==> src/rtl/mips_pkg.sv <==
// Shared fetch-path definitions: FSM state encoding, PC step and default reset PC.
package mips_pkg;

  typedef enum logic [1:0] {
    StFetch  = 2'd0,
    StDrain  = 2'd1,
    StHalted = 2'd2
  } fetch_state_e;

  localparam logic [15:0] PcIncr         = 16'd2;
  localparam logic [15:0] ResetPcDefault = 16'h0000;

endpackage

==> src/rtl/fetch_queue.sv <==
// Prefetch queue: DEPTH entries of {pc, instr}, in-order push/pop with a flush that empties it.
module fetch_queue #(
  parameter int unsigned DEPTH = 4
) (
  input  logic                   clk,
  input  logic                   rst,
  input  logic                   push_i,
  input  logic [31:0]            push_data_i,
  input  logic                   pop_i,
  input  logic                   flush_i,
  output logic [31:0]            head_data_o,
  output logic [$clog2(DEPTH):0] count_o
);

  localparam int unsigned PtrW = $clog2(DEPTH);
  localparam int unsigned CntW = PtrW + 1;

  logic [PtrW-1:0] wr_ptr_q, wr_ptr_d;
  logic [PtrW-1:0] rd_ptr_q, rd_ptr_d;
  logic [CntW-1:0] count_q, count_d;
  logic [31:0]     mem_q [DEPTH];

  // Pointer and occupancy update; flush wins over push/pop.
  always_comb begin
    wr_ptr_d = wr_ptr_q;
    rd_ptr_d = rd_ptr_q;
    count_d  = count_q;
    if (flush_i) begin
      wr_ptr_d = '0;
      rd_ptr_d = '0;
      count_d  = '0;
    end else begin
      if (push_i) wr_ptr_d = wr_ptr_q + PtrW'(1);
      if (pop_i)  rd_ptr_d = rd_ptr_q + PtrW'(1);
      if (push_i && !pop_i) begin
        count_d = count_q + CntW'(1);
      end else if (!push_i && pop_i) begin
        count_d = count_q - CntW'(1);
      end
    end
  end

  // Pointer/count registers.
  always_ff @(posedge clk or posedge rst) begin
    if (rst) begin
      wr_ptr_q <= '0;
      rd_ptr_q <= '0;
      count_q  <= '0;
    end else begin
      wr_ptr_q <= wr_ptr_d;
      rd_ptr_q <= rd_ptr_d;
      count_q  <= count_d;
    end
  end

  // Entry storage; contents are only observed while count is non-zero.
  always_ff @(posedge clk) begin
    if (push_i && !flush_i) mem_q[wr_ptr_q] <= push_data_i;
  end

  assign head_data_o = mem_q[rd_ptr_q];
  assign count_o     = count_q;

endmodule

==> src/rtl/fetch_unit.sv <==
// Instruction fetch unit: issues sequential fetches, buffers responses, handles redirect/halt.
// Optional perf counters (stall_cnt, flush_cnt) are built when FETCH_PERF_CNT_EN is defined.
module fetch_unit
  import mips_pkg::*;
#(
  parameter int unsigned DEPTH    = 4,
  parameter logic [15:0] RESET_PC = ResetPcDefault
) (
  input  logic        clk,
  input  logic        rst,
  output logic        imem_req,
  output logic [15:0] imem_addr,
  input  logic        imem_rvalid,
  input  logic [15:0] imem_rdata,
  output logic        instr_valid,
  input  logic        instr_ready,
  output logic [15:0] instr,
  output logic [15:0] instr_pc,
  input  logic        redirect,
  input  logic [15:0] redirect_pc,
  input  logic        halt
`ifdef FETCH_PERF_CNT_EN
  ,
  output logic [15:0] stall_cnt,
  output logic [15:0] flush_cnt
`endif
);

  localparam int unsigned     CntW   = $clog2(DEPTH) + 1;
  localparam logic [CntW-1:0] DepthC = CntW'(DEPTH);

  fetch_state_e    state_q, state_d;
  logic [15:0]     fetch_pc_q, fetch_pc_d;
  logic [CntW-1:0] outst_q, outst_d;
  logic [CntW-1:0] drop_cnt_q, drop_cnt_d;
  logic            q_push, q_pop, q_flush;
  logic [31:0]     q_head;
  logic [CntW-1:0] q_count;
  logic [CntW:0]   in_use;
  logic            room;

  // Queue entries plus in-flight requests must stay below DEPTH so a push never overflows.
  assign in_use = {1'b0, q_count} + {1'b0, outst_q};
  assign room   = in_use < {1'b0, DepthC};

  // FSM next state, request issue, queue control and drop accounting.
  always_comb begin
    state_d    = state_q;
    fetch_pc_d = fetch_pc_q;
    drop_cnt_d = drop_cnt_q;
    imem_req   = 1'b0;
    q_push     = 1'b0;
    q_flush    = 1'b0;
    if (redirect) begin
      // A response arriving this cycle is already dropped, so it is not counted again.
      q_flush    = 1'b1;
      fetch_pc_d = redirect_pc;
      drop_cnt_d = outst_q - CntW'(imem_rvalid);
      state_d    = (drop_cnt_d != '0) ? StDrain : StFetch;
    end else begin
      unique case (state_q)
        StFetch: begin
          imem_req = !rst && !halt && room;
          q_push   = imem_rvalid;
          if (imem_req) fetch_pc_d = fetch_pc_q + PcIncr;
          if (halt && (outst_q == '0)) state_d = StHalted;
        end
        StDrain: begin
          if (imem_rvalid) begin
            drop_cnt_d = drop_cnt_q - CntW'(1);
            if (drop_cnt_q == CntW'(1)) state_d = StFetch;
          end
        end
        StHalted: begin
          q_push = imem_rvalid;
          if (!halt) state_d = StFetch;
        end
        default: state_d = StFetch;
      endcase
    end
  end

  // Count of issued requests whose response has not yet returned.
  always_comb begin
    outst_d = outst_q;
    if (imem_req && !imem_rvalid) begin
      outst_d = outst_q + CntW'(1);
    end else if (!imem_req && imem_rvalid) begin
      outst_d = outst_q - CntW'(1);
    end
  end

  // Control state registers.
  always_ff @(posedge clk or posedge rst) begin
    if (rst) begin
      state_q    <= StFetch;
      fetch_pc_q <= RESET_PC;
      outst_q    <= '0;
      drop_cnt_q <= '0;
    end else begin
      state_q    <= state_d;
      fetch_pc_q <= fetch_pc_d;
      outst_q    <= outst_d;
      drop_cnt_q <= drop_cnt_d;
    end
  end

  assign q_pop = instr_valid && instr_ready && !redirect;

  fetch_queue #(
    .DEPTH (DEPTH)
  ) u_queue (
    .clk         (clk),
    .rst         (rst),
    .push_i      (q_push),
    .push_data_i ({fetch_pc_resp(), imem_rdata}),
    .pop_i       (q_pop),
    .flush_i     (q_flush),
    .head_data_o (q_head),
    .count_o     (q_count)
  );

  // Issuing address of the response now returning: requests are in order, so it trails fetch_pc.
  function automatic logic [15:0] fetch_pc_resp();
    return fetch_pc_q - {outst_q, 1'b0};
  endfunction

  assign imem_addr   = fetch_pc_q;
  assign instr_valid = (q_count != '0);
  assign instr       = instr_valid ? q_head[15:0]  : 16'h0000;
  assign instr_pc    = instr_valid ? q_head[31:16] : 16'h0000;

`ifdef FETCH_PERF_CNT_EN
  logic [15:0] stall_cnt_q, stall_cnt_d;
  logic [15:0] flush_cnt_q, flush_cnt_d;

  // Saturating stall and redirect event counters.
  always_comb begin
    stall_cnt_d = stall_cnt_q;
    flush_cnt_d = flush_cnt_q;
    if (instr_ready && !instr_valid && (stall_cnt_q != 16'hFFFF)) begin
      stall_cnt_d = stall_cnt_q + 16'd1;
    end
    if (redirect && (flush_cnt_q != 16'hFFFF)) flush_cnt_d = flush_cnt_q + 16'd1;
  end

  // Perf counter registers.
  always_ff @(posedge clk or posedge rst) begin
    if (rst) begin
      stall_cnt_q <= '0;
      flush_cnt_q <= '0;
    end else begin
      stall_cnt_q <= stall_cnt_d;
      flush_cnt_q <= flush_cnt_d;
    end
  end

  assign stall_cnt = stall_cnt_q;
  assign flush_cnt = flush_cnt_q;
`endif

endmodule

==> config.mk <==
export PLATFORM = sky130hd
export DESIGN_NAME = fetch_unit
export DESIGN_NICKNAME = d
export VERILOG_FILES = /design/src/rtl/mips_pkg.sv /design/src/rtl/fetch_queue.sv /design/src/rtl/fetch_unit.sv
export SDC_FILE = /design/constraint.sdc
export NUM_CORES = 1
export LEC_CHECK = 0
export ABC_AREA = 1
export CAP_MARGIN = 25
export CORE_UTILIZATION = 45
export DETAILED_ROUTE_END_ITERATION = 12
export PLACE_DENSITY = 0.74
export SYNTH_ARGS = -nofsm -noshare
export SYNTH_HDL_FRONTEND = slang
export SYNTH_HIERARCHICAL = 1
export SYNTH_SLANG_ARGS = --single-unit
==> constraint.sdc <==
create_clock -name clk -period 2.6 [get_ports clk]
set_input_delay 0.52 -clock clk [delete_from_list [all_inputs] [get_ports clk]]
set_output_delay 0.52 -clock clk [all_outputs]
set_load 0.005 [all_outputs]
==> results of run 1 <==
==> worst max-delay path: stages, from the launching register on <==
cell and delay (ps):
sky130_fd_sc_hd__dfrtp_2 460, sky130_fd_sc_hd__buf_8 220, sky130_fd_sc_hd__o21ai_0 130, sky130_fd_sc_hd__o22ai_1 160, sky130_fd_sc_hd__inv_1 70, sky130_fd_sc_hd__nor2_2 160
sky130_fd_sc_hd__clkdlybuf4s50_1 520
==> power groups by stage <==
stage          Sequential, mW  Combinational (mW)  Clock (mW)
6_report                 3.20                2.25        2.59
5_1_grt                  3.22                2.52        2.72
4_1_cts                  3.20                2.27        2.62
3_5_place_dp             3.26                2.23           0
3_3_place_gp             3.25                2.18           0
2_1_floorplan            3.19                1.30           0
==> cells by family after synthesis <==
group                      count (synthesis)  synth area share (%)
adders and majority gates                 19                  3.42
DFF                                      159                  60.8
buffers and inverters                    124                  7.29
and+or+nand+nor                          317                  18.2
AOI/OAI and AO/OA                        118                  8.41
xor gates and xnor gates                  17                  1.96
==> placed cells by master, fill, tap and decap left out, types with 18 or more instances in the layout <==
master | synthesis | routed
sky130_fd_sc_hd__o21ai_0 | 56 | 56
sky130_fd_sc_hd__nand2_1 | 116 | 116
sky130_fd_sc_hd__o22ai_1 | 34 | 33
sky130_fd_sc_hd__o21ai_1 | 21 | 21
sky130_fd_sc_hd__edfxtp_1 | 128 | 128
sky130_fd_sc_hd__clkbuf_16 | 0 | 18
sky130_fd_sc_hd__nor2_1 | 131 | 124
sky130_fd_sc_hd__nand3_1 | 36 | 36
sky130_fd_sc_hd__inv_1 | 87 | 87
sky130_fd_sc_hd__clkdlybuf4s50_1 | 0 | 60
sky130_fd_sc_hd__dfrtp_1 | 31 | 26
sky130_fd_sc_hd__buf_4 | 3 | 23
==> metrics by stage <==
stage,setup TNS [ps],cells,hold WS (ps)
floorplan,-53070,754,323
global placement,0,1061,552
detailed placement,0,1061,556
CTS,-1260,1095,506
global route,-743,1097,517
finish,-97.1,1097,507
==> worst max path at each step <==
stage,cells past startpoint,slack [ps],endpoint
after global routing,6,-170,instr_pc[8]
after global placement,12,70,outst_q[2]$_DFFE_PP0P_
final,6,-60,instr_pc[8]
after CTS,6,-110,instr_pc[8]
after floorplan,6,-410,u_queue/mem_q[0][0]$_DFFE_PP_
after detailed placement,12,40,outst_q[2]$_DFFE_PP0P_
==> layer usage <==
metal | vias up | track usage (%) | share of wire [%]
met4 | 0 | 6.14 | 1.5
li1 | 2750 | - | -
met1 | 2624 | 25.4 | 43
met5 | - | 0 | 0
met2 | 189 | 33.5 | 49
met3 | 21 | 4.27 | 6.0
==> layout make-up <==
type | instances | share of cell area (%)
Inverter | 93 | 3.67
Sequential cell | 159 | 48.0
Tap cell | 220 | 2.86
Multi-Input combinational cell | 471 | 25.5
Timing Repair Buffer | 122 | 13.4
Clock inverter | 15 | 2.09
Clock buffer | 17 | 4.41
==> repair_timing <==
| action | in CTS | in global routing |
|---|---|---|
| pin swaps | 2 | 6 |
| resized for setup | 25 | 22 |
| cloned | 1 | 1 |
| endpoints found under the hold margin | 0 | 0 |
| buffers inserted | 1 | 1 |
| setup endpoints to repair | 33 | 22 |
==> registers in the layout, indices dropped and copies added, names as in the netlist <==
name              flops
u_queue/mem_q       128
imem_addr            16
drop_cnt_q            3
outst_q               3
u_queue/count_o       3
state_q               2
u_queue/rd_ptr_q      2
u_queue/wr_ptr_q      2
==> results.cfg, run 1 <==
[final_layout]
post-route-util_pct = 58.3
area.growth.synth_to_final_pct = 26.7
final_nets = 921
fraction_of_layout_instances_using_a_drive_strength_above_1_pct = 12.3
diodes = 0
post-route-cell-area_um2 = 9640
ff_latch_area_um2 = 4630
multiInputGateArea_um2 = 2460
layout.filler_cells = 1349

[drt]
drc_errors = 0
vias = 5584
first_drt_pass_iteration_count = 6
avgViaCountPerCell = 5.09
totalWireLength_um = 16600
dr.first_iter.drc_count = 411
drt-wirelength-per-cell_um = 15.1
postRouteAntennaNets = 0

[floorplan]
floorplan.die_area_um2 = 17400
core-area_um2 = 16500
die-width_um = 132
placementRows = 47
io-pin-count = 88
initial_utilization_pct = 46.0
dieHeight_um = 132

[sta]
achievable_frequency_mhz = 376
unrepaired_setup_endpoints_after_global_routing = yes
final.period_utilization_pct = 102
timing.final.crit_period_ps = 2660
finalMaxSlewViolations = 0
timing.slew.headroom_pct = 62.4
skew_ps = 8.04
worst_slew_pin_slew_ps = 564
postLayoutSetupSlackWorst_ps = -56.2
finalHoldViolCount = 0
setup_viol = 3

[global_routing]
grt_remaining_overflow = 0
grt_max_degree = 29
gr-usage-all-layers_pct = 19.8
grt_pass1_wl_um = 27000
grt_antenna_before_repair = 0
first_global_vias = 5462

[power_and_ir_drop]
power.ir.vdd_worst_uv = 569
net_switching_power_mw = 2.49
sw_frac_of_total_pct = 31.0
p_total_mw = 8.05
proportion_of_power_drawn_by_the_clock_network_pct = 32.2
power_per_unit_of_standard_cell_area_nw_per_um2 = 835
internal-power_mw = 5.55
power_frac_comb_pct = 28.0
static-leakage-power_nw = 4.15
seqPwrFrac_pct = 39.8

[synth]
syn_area_um2 = 7600
synth_most_common_cell = sky130_fd_sc_hd__nor2_1
synth.avg_cell_area_um2 = 10.1
post_synth_num_cell_types = 33
post_synth_main_area_contributors = sky130_fd_sc_hd__edfxtp_1 51%, sky130_fd_sc_hd__dfrtp_1 10%, sky130_fd_sc_hd__nor2_1 6.5%
synthesis.nets = 811
synth-edff-count = 128
yosysSeqAreaShare_pct = 60.8
synth.yosys.warnings = 6
async_reset_ff_share_pct = 19.5
ys.flop_type = sky130_fd_sc_hd__edfxtp_1
postSynthRegisterBits = 159
synth_area_leader_cell = sky130_fd_sc_hd__edfxtp_1
netlist_instances = 754
netlist.area_leader.share_pct = 50.6
synth_common_cells = 131 x sky130_fd_sc_hd__nor2_1, 128 x sky130_fd_sc_hd__edfxtp_1, 116 x sky130_fd_sc_hd__nand2_1, 87 x sky130_fd_sc_hd__inv_1, 56 x sky130_fd_sc_hd__o21ai_0

[clock_network]
clkLatencyLatePin_ps = 420
cts-root-to-sink-buffers = 2
ctsRootBufferMaster = sky130_fd_sc_hd__clkbuf_16
clkSlewWorstSetupHoldPaths_ps = 70
cts_buffers = 17
tritoncts = yes
clock-sinks = 159
htree_num_levels = 4
cts_hold_repair.buffers = 0

[worst_setup_path]
critPathRequiredTime_ps = 2080
worstSetupStartpointType = flip-flop
timing.rr.end = outst_q[2]$_DFFE_PP0P_
endpoint_kind = output pin
cp_max_fo = 27
worst-r2r-setup-slack_ps = 310
worst_r2r_startpoint = outst_q[2]$_DFFE_PP0P_
worst-setup-path-type = flip-flop to output pin
crit_start = u_queue/rd_ptr_q[0]$_DFFE_PP0P_
worst-endpoint-arrival_ps = 2140
worstRegToRegCells = 12

[status]
run_status = finished with violations
failing_checks = setup timing

[placement]
pre_cts_ws_ps = 38.4
gpl.final_weighted_congestion = 0.901
post_place_cell_area_um2 = 8860
hpwl_um = 11100
number_of_buffers_inserted_by_port_buffering = 87

[flow_run]
max_cap_viol_count = 0

[worst_hold_path]
hold_class = primary input to async pin
(Power assumes the default switching activity.)
==> inputs of run 2 (changes only) <==
Settings changed: GPL_ROUTABILITY_DRIVEN set to 0.
==> results of run 2 <==
Same layout as run 1: the final DEF is identical, and so are final timing and power.
